[src/rtl/hamming_pack.sv]
// Shared definitions for the SECDED (16,11) encoder: FSM encodings, parity masks
// and the data-bit placement helper.
package hamming_pack;

    localparam int unsigned DATA_W  = 11;
    localparam int unsigned CW_W    = 16;
    localparam int unsigned ADDR_W  = 8;
    localparam int unsigned BYTE_W  = 8;
    localparam int unsigned IDX_W   = 7;
    localparam int unsigned STATE_W = 3;

    localparam logic [STATE_W-1:0] S_IDLE  = 3'd0;
    localparam logic [STATE_W-1:0] S_RD_LO = 3'd1;
    localparam logic [STATE_W-1:0] S_RD_HI = 3'd2;
    localparam logic [STATE_W-1:0] S_CAPT  = 3'd3;
    localparam logic [STATE_W-1:0] S_WR_LO = 3'd4;
    localparam logic [STATE_W-1:0] S_WR_HI = 3'd5;
    localparam logic [STATE_W-1:0] S_DONE  = 3'd6;

    // Hamming positions covered by p1/p2/p4/p8
    localparam logic [CW_W-1:0] MASK_P1 = 16'hAAAA;
    localparam logic [CW_W-1:0] MASK_P2 = 16'hCCCC;
    localparam logic [CW_W-1:0] MASK_P4 = 16'hF0F0;
    localparam logic [CW_W-1:0] MASK_P8 = 16'hFF00;

    // Scatter b1..b11 into the non-power-of-two positions, parity slots left 0
    function automatic logic [CW_W-1:0] place_data(input logic [DATA_W-1:0] d);
        logic [CW_W-1:0] pos;
        pos       = '0;
        pos[15:9] = d[10:4];
        pos[7:5]  = d[3:1];
        pos[3]    = d[0];
        return pos;
    endfunction

endpackage

[src/rtl/hamming_enc16.sv]
// Combinational SECDED (16,11) encoder; codeword bit k is Hamming position k,
// bit 0 carries overall even parity.
module hamming_enc16
    import hamming_pack::*;
(
    input  logic [DATA_W-1:0] data,
    output logic [CW_W-1:0]   cw_c
);

    logic [CW_W-1:0] pos;
    logic [CW_W-1:0] cw;

    always_comb begin
        pos    = place_data(data);
        cw     = pos;
        cw[1]  = ^(pos & MASK_P1);
        cw[2]  = ^(pos & MASK_P2);
        cw[4]  = ^(pos & MASK_P4);
        cw[8]  = ^(pos & MASK_P8);
        cw[0]  = ^cw[15:1];
        cw_c   = cw;
    end

endmodule

[src/rtl/hamming_enc_engine.sv]
// Block encoder beside the CPU: reads 11-bit words from data memory, writes
// SECDED codewords back, 5 cycles per word, start/done pulse handshake.
module hamming_enc_engine
    import hamming_pack::*;
#(
    parameter int unsigned SRC_BASE  = 0,
    parameter int unsigned DST_BASE  = 30,
    parameter int unsigned NUM_WORDS = 15
)
(
    input  logic              clk,
    input  logic              reset,
    input  logic              start,
    output logic              busy,
    output logic              done,
    output logic [ADDR_W-1:0] mem_addr,
    output logic              mem_rd_en,
    input  logic [BYTE_W-1:0] mem_rd_data,
    output logic              mem_wr_en,
    output logic [BYTE_W-1:0] mem_wr_data
);

    localparam logic [IDX_W-1:0]  LAST_IDX = IDX_W'(NUM_WORDS - 1);
    localparam logic [ADDR_W-1:0] SRC_B    = ADDR_W'(SRC_BASE);
    localparam logic [ADDR_W-1:0] DST_B    = ADDR_W'(DST_BASE);

    logic [STATE_W-1:0] state, nxt_state;
    logic [IDX_W-1:0]   i_q, nxt_i;
    logic [BYTE_W-1:0]  lo_q;
    logic [CW_W-1:0]    cw_q;
    logic [CW_W-1:0]    cw_c;
    logic [ADDR_W-1:0]  ofs;

    logic              nxt_busy, nxt_done, nxt_rd_en, nxt_wr_en;
    logic [ADDR_W-1:0] nxt_addr;
    logic [BYTE_W-1:0] nxt_wr_data;

    // hi byte is consumed straight off the read bus at the CAPT edge
    hamming_enc16 u_enc (
        .data ({mem_rd_data[2:0], lo_q}),
        .cw_c (cw_c)
    );

    always_ff @(posedge clk or posedge reset) begin
        if (reset) begin
            state       <= S_IDLE;
            i_q         <= '0;
            lo_q        <= '0;
            cw_q        <= '0;
            busy        <= 1'b0;
            done        <= 1'b0;
            mem_addr    <= '0;
            mem_rd_en   <= 1'b0;
            mem_wr_en   <= 1'b0;
            mem_wr_data <= '0;
        end else begin
            state       <= nxt_state;
            i_q         <= nxt_i;
            busy        <= nxt_busy;
            done        <= nxt_done;
            mem_addr    <= nxt_addr;
            mem_rd_en   <= nxt_rd_en;
            mem_wr_en   <= nxt_wr_en;
            mem_wr_data <= nxt_wr_data;
            if (state == S_RD_HI) lo_q <= mem_rd_data;
            if (state == S_CAPT)  cw_q <= cw_c;
        end
    end

    // Next state and index
    always_comb begin
        nxt_state = state;
        nxt_i     = i_q;
        case (state)
            S_IDLE:  if (start) begin
                         nxt_state = S_RD_LO;
                         nxt_i     = '0;
                     end
            S_RD_LO: nxt_state = S_RD_HI;
            S_RD_HI: nxt_state = S_CAPT;
            S_CAPT:  nxt_state = S_WR_LO;
            S_WR_LO: nxt_state = S_WR_HI;
            S_WR_HI: if (i_q == LAST_IDX) begin
                         nxt_state = S_DONE;
                     end else begin
                         nxt_state = S_RD_LO;
                         nxt_i     = IDX_W'(i_q + 7'd1);
                     end
            S_DONE:  nxt_state = S_IDLE;
            default: nxt_state = S_IDLE;
        endcase
    end

    // Outputs are registered, so decode them from the state being entered
    always_comb begin
        nxt_busy    = 1'b0;
        nxt_done    = 1'b0;
        nxt_rd_en   = 1'b0;
        nxt_wr_en   = 1'b0;
        nxt_addr    = '0;
        nxt_wr_data = '0;
        ofs         = ADDR_W'({nxt_i, 1'b0});
        case (nxt_state)
            S_RD_LO: begin
                nxt_busy  = 1'b1;
                nxt_rd_en = 1'b1;
                nxt_addr  = ADDR_W'(SRC_B + ofs);
            end
            S_RD_HI: begin
                nxt_busy  = 1'b1;
                nxt_rd_en = 1'b1;
                nxt_addr  = ADDR_W'(SRC_B + ofs + 8'd1);
            end
            S_CAPT:  nxt_busy = 1'b1;
            S_WR_LO: begin
                nxt_busy    = 1'b1;
                nxt_wr_en   = 1'b1;
                nxt_addr    = ADDR_W'(DST_B + ofs);
                nxt_wr_data = cw_c[7:0];
            end
            S_WR_HI: begin
                nxt_busy    = 1'b1;
                nxt_wr_en   = 1'b1;
                nxt_addr    = ADDR_W'(DST_B + ofs + 8'd1);
                nxt_wr_data = cw_q[15:8];
            end
            S_DONE:  nxt_done = 1'b1;
            default: nxt_busy = 1'b0;
        endcase
    end

endmodule
[config.mk]
export PLATFORM = sky130hd
export DESIGN_NAME = hamming_enc_engine
export DESIGN_NICKNAME = d
export VERILOG_FILES = /design/src/rtl/hamming_pack.sv /design/src/rtl/hamming_enc16.sv /design/src/rtl/hamming_enc_engine.sv
export SDC_FILE = /design/constraint.sdc
export NUM_CORES = 1
export LEC_CHECK = 0
export CORE_ASPECT_RATIO = 0.7
export CORE_UTILIZATION = 35
export CTS_CLUSTER_DIAMETER = 100
export CTS_CLUSTER_SIZE = 28
export DETAILED_ROUTE_END_ITERATION = 7
export HOLD_SLACK_MARGIN = 0.02
export MAX_ROUTING_LAYER = met4
export PLACE_DENSITY = 0.66
export SYNTH_ARGS = -nofsm -noshare
export SYNTH_HDL_FRONTEND = slang
export SYNTH_SLANG_ARGS = --single-unit
[constraint.sdc]
create_clock -name clk -period 3.3 [get_ports clk]
set_clock_uncertainty 0.05 [all_clocks]
set_input_delay 0.66 -clock clk [delete_from_list [all_inputs] [get_ports clk]]
set_output_delay 0.66 -clock clk [all_outputs]
set_load 0.005 [all_outputs]
==> Yosys cells after proc, flatten, opt, wreduce, memory -nomap -nowiden <==
Cells that the tools add are included.
{ "word_totals": {"register_bits": 54, "inputBits": 11, "out_inout_bits": 20, "wordCells": 47} }
{ "classes": {"addsub": 4, "n_eq_ne": 12, "n_mux": 12, "n_reduce_logical": 9} }
{ "op_table": {"columns": ["operator", "count"], "rows": [
  ["16-bit parity", 4],
  ["8-bit one-hot mux with 4 select lines", 1],
  ["3-bit one-hot mux with 6 select lines", 1],
  ["8-bit by 1-bit adder with 8-bit output, second input constant", 2],
  ["8-bit one-hot mux with 2 select lines", 1],
  ["3-bit == test, second input constant", 5],
  ["15-bit parity", 1],
  ["7-bit 2-to-1 mux", 2],
  ["7-bit one-hot mux with 2 select lines", 1],
  ["3-bit by 2-bit == test with 1-bit output, second input constant", 4],
  ["5-bit by 8-bit adder with 8-bit output, first input constant", 1],
  ["7-bit by 1-bit adder with 7-bit output, second input constant", 1],
  ["7-bit by 4-bit == test with 1-bit output, second input constant", 1],
  ["3-bit by 1-bit == test with 1-bit output, second input constant", 2],
  ["3-bit 2-to-1 mux", 2],
  ["5-bit OR reduction", 1],
  ["1-bit 2-to-1 mux", 4],
  ["2-bit OR reduction", 2],
  ["3-bit logical NOT", 1]
]} }

==> Depth between registers and ports, before layout <==
{ "logic_depth": {"word_depth": 6, "depth_mapped": 10, "depth_no_buf": 9} }

==> By module <==
From an unflattened synthesis, not the netlist that was laid out.
{ "unflattened": {"hier_cells": 195, "area_unflattened_um2": 2289.7} }
{ "by_module_without_submodules": {"columns": ["module", "instances", "cells_per_inst", "area_each_um2", "seq_area_each_um2"], "rows": [
  ["hamming_enc_engine", 1, 166, 2020.7, 1151.1],
  ["hamming_enc16", 1, 29, 269.0, 0.0]
]} }

==> Worst setup path after synthesis <==
Ideal clock, no wire load.
{ "synth_timing": {"path_type": "reg-to-reg", "startpoint": "register i_q[0]", "endpoint": "register mem_addr[7]", "setup_time_ns": 0.143, "arrival_time_ns": 2.193, "t_required_ns": 3.107, "setup_slack_ns": 0.914, "path_stages_with_launch": 11, "n_path_buf": 1, "synth_period_minus_slack_ns": 2.386, "cell_sequence": "dfrtp_1 inv_1 ha_1 or4b_1 buf_6 nor3_4 o2bb2ai_2 ha_1 a311oi_2 xor2_1 o22ai_1"} }
{ "synth_via": {"elab_chain_len": 6, "elab_cells_between_ends": 15, "cone_classes": "4 x add/sub; 5 x eq/ne; 6 x mux"} }
{ "synth_rtl": {"columns": ["element", "line", "text"], "rows": [
  ["start, declared", "hamming_enc_engine.sv:28", "logic [IDX_W-1:0] i_q, nxt_i;"],
  ["start signal, assigned", "hamming_enc_engine.sv:58", "i_q <= nxt_i;"],
  ["7-bit by 1-bit adder with 7-bit output / 7-bit by 4-bit == test with 1-bit output (equally long branches)", "hamming_enc_engine.sv:87, hamming_enc_engine.sv:83", null],
  ["7-bit 2-to-1 mux", "hamming_enc_engine.sv:83", "S_WR_HI: if (i_q == LAST_IDX) begin"],
  ["7-bit one-hot mux with 2 select lines", "hamming_enc_engine.sv:74", "case (state)"],
  ["5-bit by 8-bit adder with 8-bit output", "hamming_enc_engine.sv:118, hamming_enc_engine.sv:124", null],
  ["8-bit by 1-bit adder with 8-bit output", "hamming_enc_engine.sv:124", "nxt_addr = ADDR_W'(DST_B + ofs + 8'd1);"],
  ["8-bit one-hot mux with 4 select lines (*)", "hamming_enc_engine.sv:103", "case (nxt_state)"],
  ["named net nxt_addr[7]", "hamming_enc_engine.sv:35", "logic [ADDR_W-1:0] nxt_addr;"],
  ["end signal, assigned", "hamming_enc_engine.sv:61", "mem_addr <= nxt_addr;"],
  ["end, declared", "hamming_enc_engine.sv:16", "output logic [ADDR_W-1:0] mem_addr,"]
]} }
The timed path passes the listed nets; every way through them passes the cells marked *.
A chain may end at the register's enable or synchronous reset.

==> Worst setup path in the final report <==
Ends and elaborated chain as after synthesis.

==> flow_metrics.env <==
export IMPL_status="finished, final reports clean"
export IMPL_slew_headroom_pct=36.9
export IMPL_rows=23
export IMPL_die_height_um=68.7
export IMPL_hold_end="cw_q[9]"
export IMPL_final_setup_viol_count=0
export IMPL_cts_root_buffer="clkbuf_8"
export IMPL_fin_tns_setup_ps=0
export IMPL_path_class="flip-flop to flip-flop"
export IMPL_r2r_cells=9
export IMPL_grt_pass1_wl_um=7620
export IMPL_worstPathCellList="inv_1, ha_1, or4b_1, nor3_4, o2bb2ai_2, ha_1, a311oi_2, xor2_1, o22ai_1"
export IMPL_leakage_nw=1.20
export IMPL_p_total_mw=2.65
export IMPL_crit_path_max_fanout=8
export IMPL_yosysUniqueCellTypes=46
export IMPL_ir_worst_vdd_v=0.000411
export IMPL_clk_latency_ps=300
export IMPL_firstDrtPassIters=4
export IMPL_cts_max_path_buffers=2
export IMPL_r2r_end="mem_addr[7]"
export IMPL_die_w_um=97.3
export IMPL_yosys_area_share_simple_pct=13.6
export IMPL_gp_congestion=0.837
export IMPL_final_common_cell="dfrtp_1"
export IMPL_min_path_cells=2
export IMPL_cts_sinks=46
export IMPL_cp_top_family="simple AND/OR/NAND/NOR gates"
export IMPL_layout_drive_gt1_share_pct=13.3
export IMPL_crit_path_frequent_cell="ha_1"
export IMPL_rrSetupSlack_ps=600
export IMPL_cts_buffers=5
export IMPL_h_tree_depth=2
export IMPL_min_path_type="flip-flop to flip-flop"
export IMPL_syn2layout_area_growth_pct=21.2
export IMPL_post_route_drc_count=0
export IMPL_via_per_inst=5.06
export IMPL_max_stage_delay_ps=630
export IMPL_slew_viol_final=0
export IMPL_synth_compound_area_share_pct=13.7
export IMPL_hpwlAfterDp_um=3220
export IMPL_ys_warnings_count=0
export IMPL_cp_start_kind="flip-flop"
export IMPL_crit_required_ps=3410
export IMPL_cap_violations=0
export IMPL_cts_hold_buf=0
export IMPL_grt_overflow_total=0
export IMPL_synthTopCellsByArea="dfrtp_1 52%, xnor2_1 7.9%, nand2_1 5.6%, mux2_2 4.0%, o21ai_0 2.5%"
export IMPL_grt_total_usage_pct=15.4
export IMPL_path_clk_slew_ps=90
export IMPL_diodes=0
export IMPL_post_route_min_period_ps=2700
export IMPL_grt_pass1_vias=1511
export IMPL_synthAdderAreaFrac_pct=1.69
export IMPL_yosysSeqAreaShare_pct=51.7
export IMPL_start_util_pct=37.5
export IMPL_synth_nets=219
export IMPL_hold_viol_final=0
export IMPL_routedWlPerCell_um=14.5
export IMPL_synth_xor_xnor_area_share_pct=10.5
export IMPL_synth_top_cell_by_area="dfrtp_1"
export IMPL_fmax_mhz=371
export IMPL_crit_buf_inv=1
export IMPL_slowest_stage="or4b_1"
export IMPL_grt_antenna_before_repair=0
export IMPL_min_delay_start="cw_q[9]"
export IMPL_grt_max_degree=47
export IMPL_rsz0062_at_grt="false"
export IMPL_synth_top_family_by_area="compound AO/OA/AOI/OAI gates"
export IMPL_postCtsSetupRepairBufs=0
export IMPL_finalNetCount=253
export IMPL_end_kind="flip-flop"
export IMPL_fin_crit_sh_pct=81.8
export IMPL_netlist_area_leader_share_pct=51.7
export IMPL_port_buffers=30
export IMPL_routed_wl_um=4550
export IMPL_timing_rr_start="i_q[0]"
export IMPL_netlist_area_um2=2220
export IMPL_syn_area_per_cell_um2=10.9
export IMPL_synth_seq_cells=46
export IMPL_worst_pin_slew_ps=946
export IMPL_dieArea_um2=6680
export IMPL_p_per_area_nw_per_um2=982
export IMPL_syn_inst=205
export IMPL_muxShareOfSynthArea_pct=4.95
export IMPL_cts_resized=0
export IMPL_drt_iter0_drc=86
export IMPL_ios=31
export IMPL_coreArea_um2=5930
export IMPL_critPathArrivalTime_ps=2800
export IMPL_tritoncts="yes"
export IMPL_fillers=568
export IMPL_layout_common_cells="46 x dfrtp_1, 33 x nand2_1, 30 x clkdlybuf4s50_1"
export IMPL_num_vias=1595
export IMPL_route_antenna_remaining_nets=0
==> Yosys cell counts, drive strengths merged <==
| master | number |
|---|---|
| o21a | 1 |
| and2 | 1 |
| nor4b | 1 |
| buf | 3 |
| a221oi | 1 |
| and3b | 1 |
| a31oi | 1 |
| o21ai | 12 |
| xor2 | 4 |
| a21oi | 1 |
| a211o | 1 |
| xnor2 | 20 |
| nor2 | 8 |
| a311oi | 1 |
| xnor3 | 1 |
| nand3b | 1 |
| nand2 | 33 |
| mux2i | 2 |
| nor4 | 1 |
| nor3b | 1 |
| o22ai | 9 |
| mux2 | 8 |
| ha | 3 |
| dfrtp | 46 |
| a41oi | 3 |
| a22oi | 2 |
| nor3 | 3 |
| or4b | 1 |
| a31o | 2 |
| o211ai | 1 |
| or2 | 2 |
| or3 | 1 |
| a22o | 4 |
| and3 | 1 |
| o2bb2ai | 2 |
| inv | 13 |
| nand3 | 5 |
| clkbuf | 4 |
==> worst register-to-register path, stage by stage, from the launching register on <==
cell and delay, ps:
dfrtp_1 440, inv_1 120, ha_1 140, or4b_1 630, nor3_4 280, o2bb2ai_2 150, ha_1 260, a311oi_2 230
xor2_1 160, o22ai_1 90
==> sequential cells by signal, summed over array words and instances (netlist names) <==
signal       count
busy             1
lo_q             8
done             1
mem_wr_en        1
mem_rd_en        1
mem_addr         8
cw_q             8
mem_wr_data      8
i_q              7
state            3
==> worst max-delay path by stage <==
stage            from          end  cells after the start
3_5_place_dp    start  mem_addr[6]                      8
4_1_cts        i_q[0]  mem_addr[7]                      9
2_1_floorplan  i_q[0]  mem_addr[7]                     10
5_1_grt        i_q[0]  mem_addr[7]                      9
3_3_place_gp    start  mem_addr[6]                      8
6_report       i_q[0]  mem_addr[7]                      9
==> report_power, final <==
part | internal, mW | total, mW | switching, mW
clock | 0.150 | 0.344 | 0.195
combinational | 0.697 | 1.34 | 0.645
sequential | 0.774 | 0.960 | 0.186
total | 1.62 | 2.65 | 1.03
==> area by class of cell <==
type / instances / area, um2 / share of cell area, %
Sequential cell: 46 / 1150 / 42.7
Multi-Input combinational cell: 139 / 986 / 36.6
Timing Repair Buffer: 34 / 330 / 12.3
Tap cell: 75 / 93.8 / 3.48
Clock buffer: 6 / 72.6 / 2.69
Inverter: 13 / 48.8 / 1.81
Clock inverter: 2 / 13.8 / 0.510
==> layer usage <==
layer | wire length, um | track usage (%) | part of all wire (%) | vias up
met5 | 0 | - | 0 | -
met4 | 48 | 4.96 | 1.1 | 0
met3 | 262 | 3.33 | 5.8 | 4
met2 | 1780 | 19.6 | 39 | 44
met1 | 2470 | 23.4 | 54 | 773
li1 | - | - | - | 774
==> cell families (layout without fill, tap and decap cells) <==
family / after synthesis / count (layout)
adder cells (fa/ha/maj): 3 / 3
XOR/XNOR: 25 / 25
buffers and inverters: 20 / 55
flip-flops: 46 / 46
AND/OR/NAND/NOR: 60 / 60
AO/OA/AOI/OAI: 41 / 41
multiplexers: 10 / 10
==> stage by stage <==
step	utilization, %	worst slack, ps	instances	hold slack, ps	cell area (um2)
floorplan	-	914	205	396	2220
global placement	44.0	556	307	409	2610
detailed placement	44.0	561	307	412	2610
CTS	45.5	621	315	433	2700
global route	45.5	420	315	464	2700
finish	45.5	602	315	428	2700
Power figures use the tool's default switching activity.
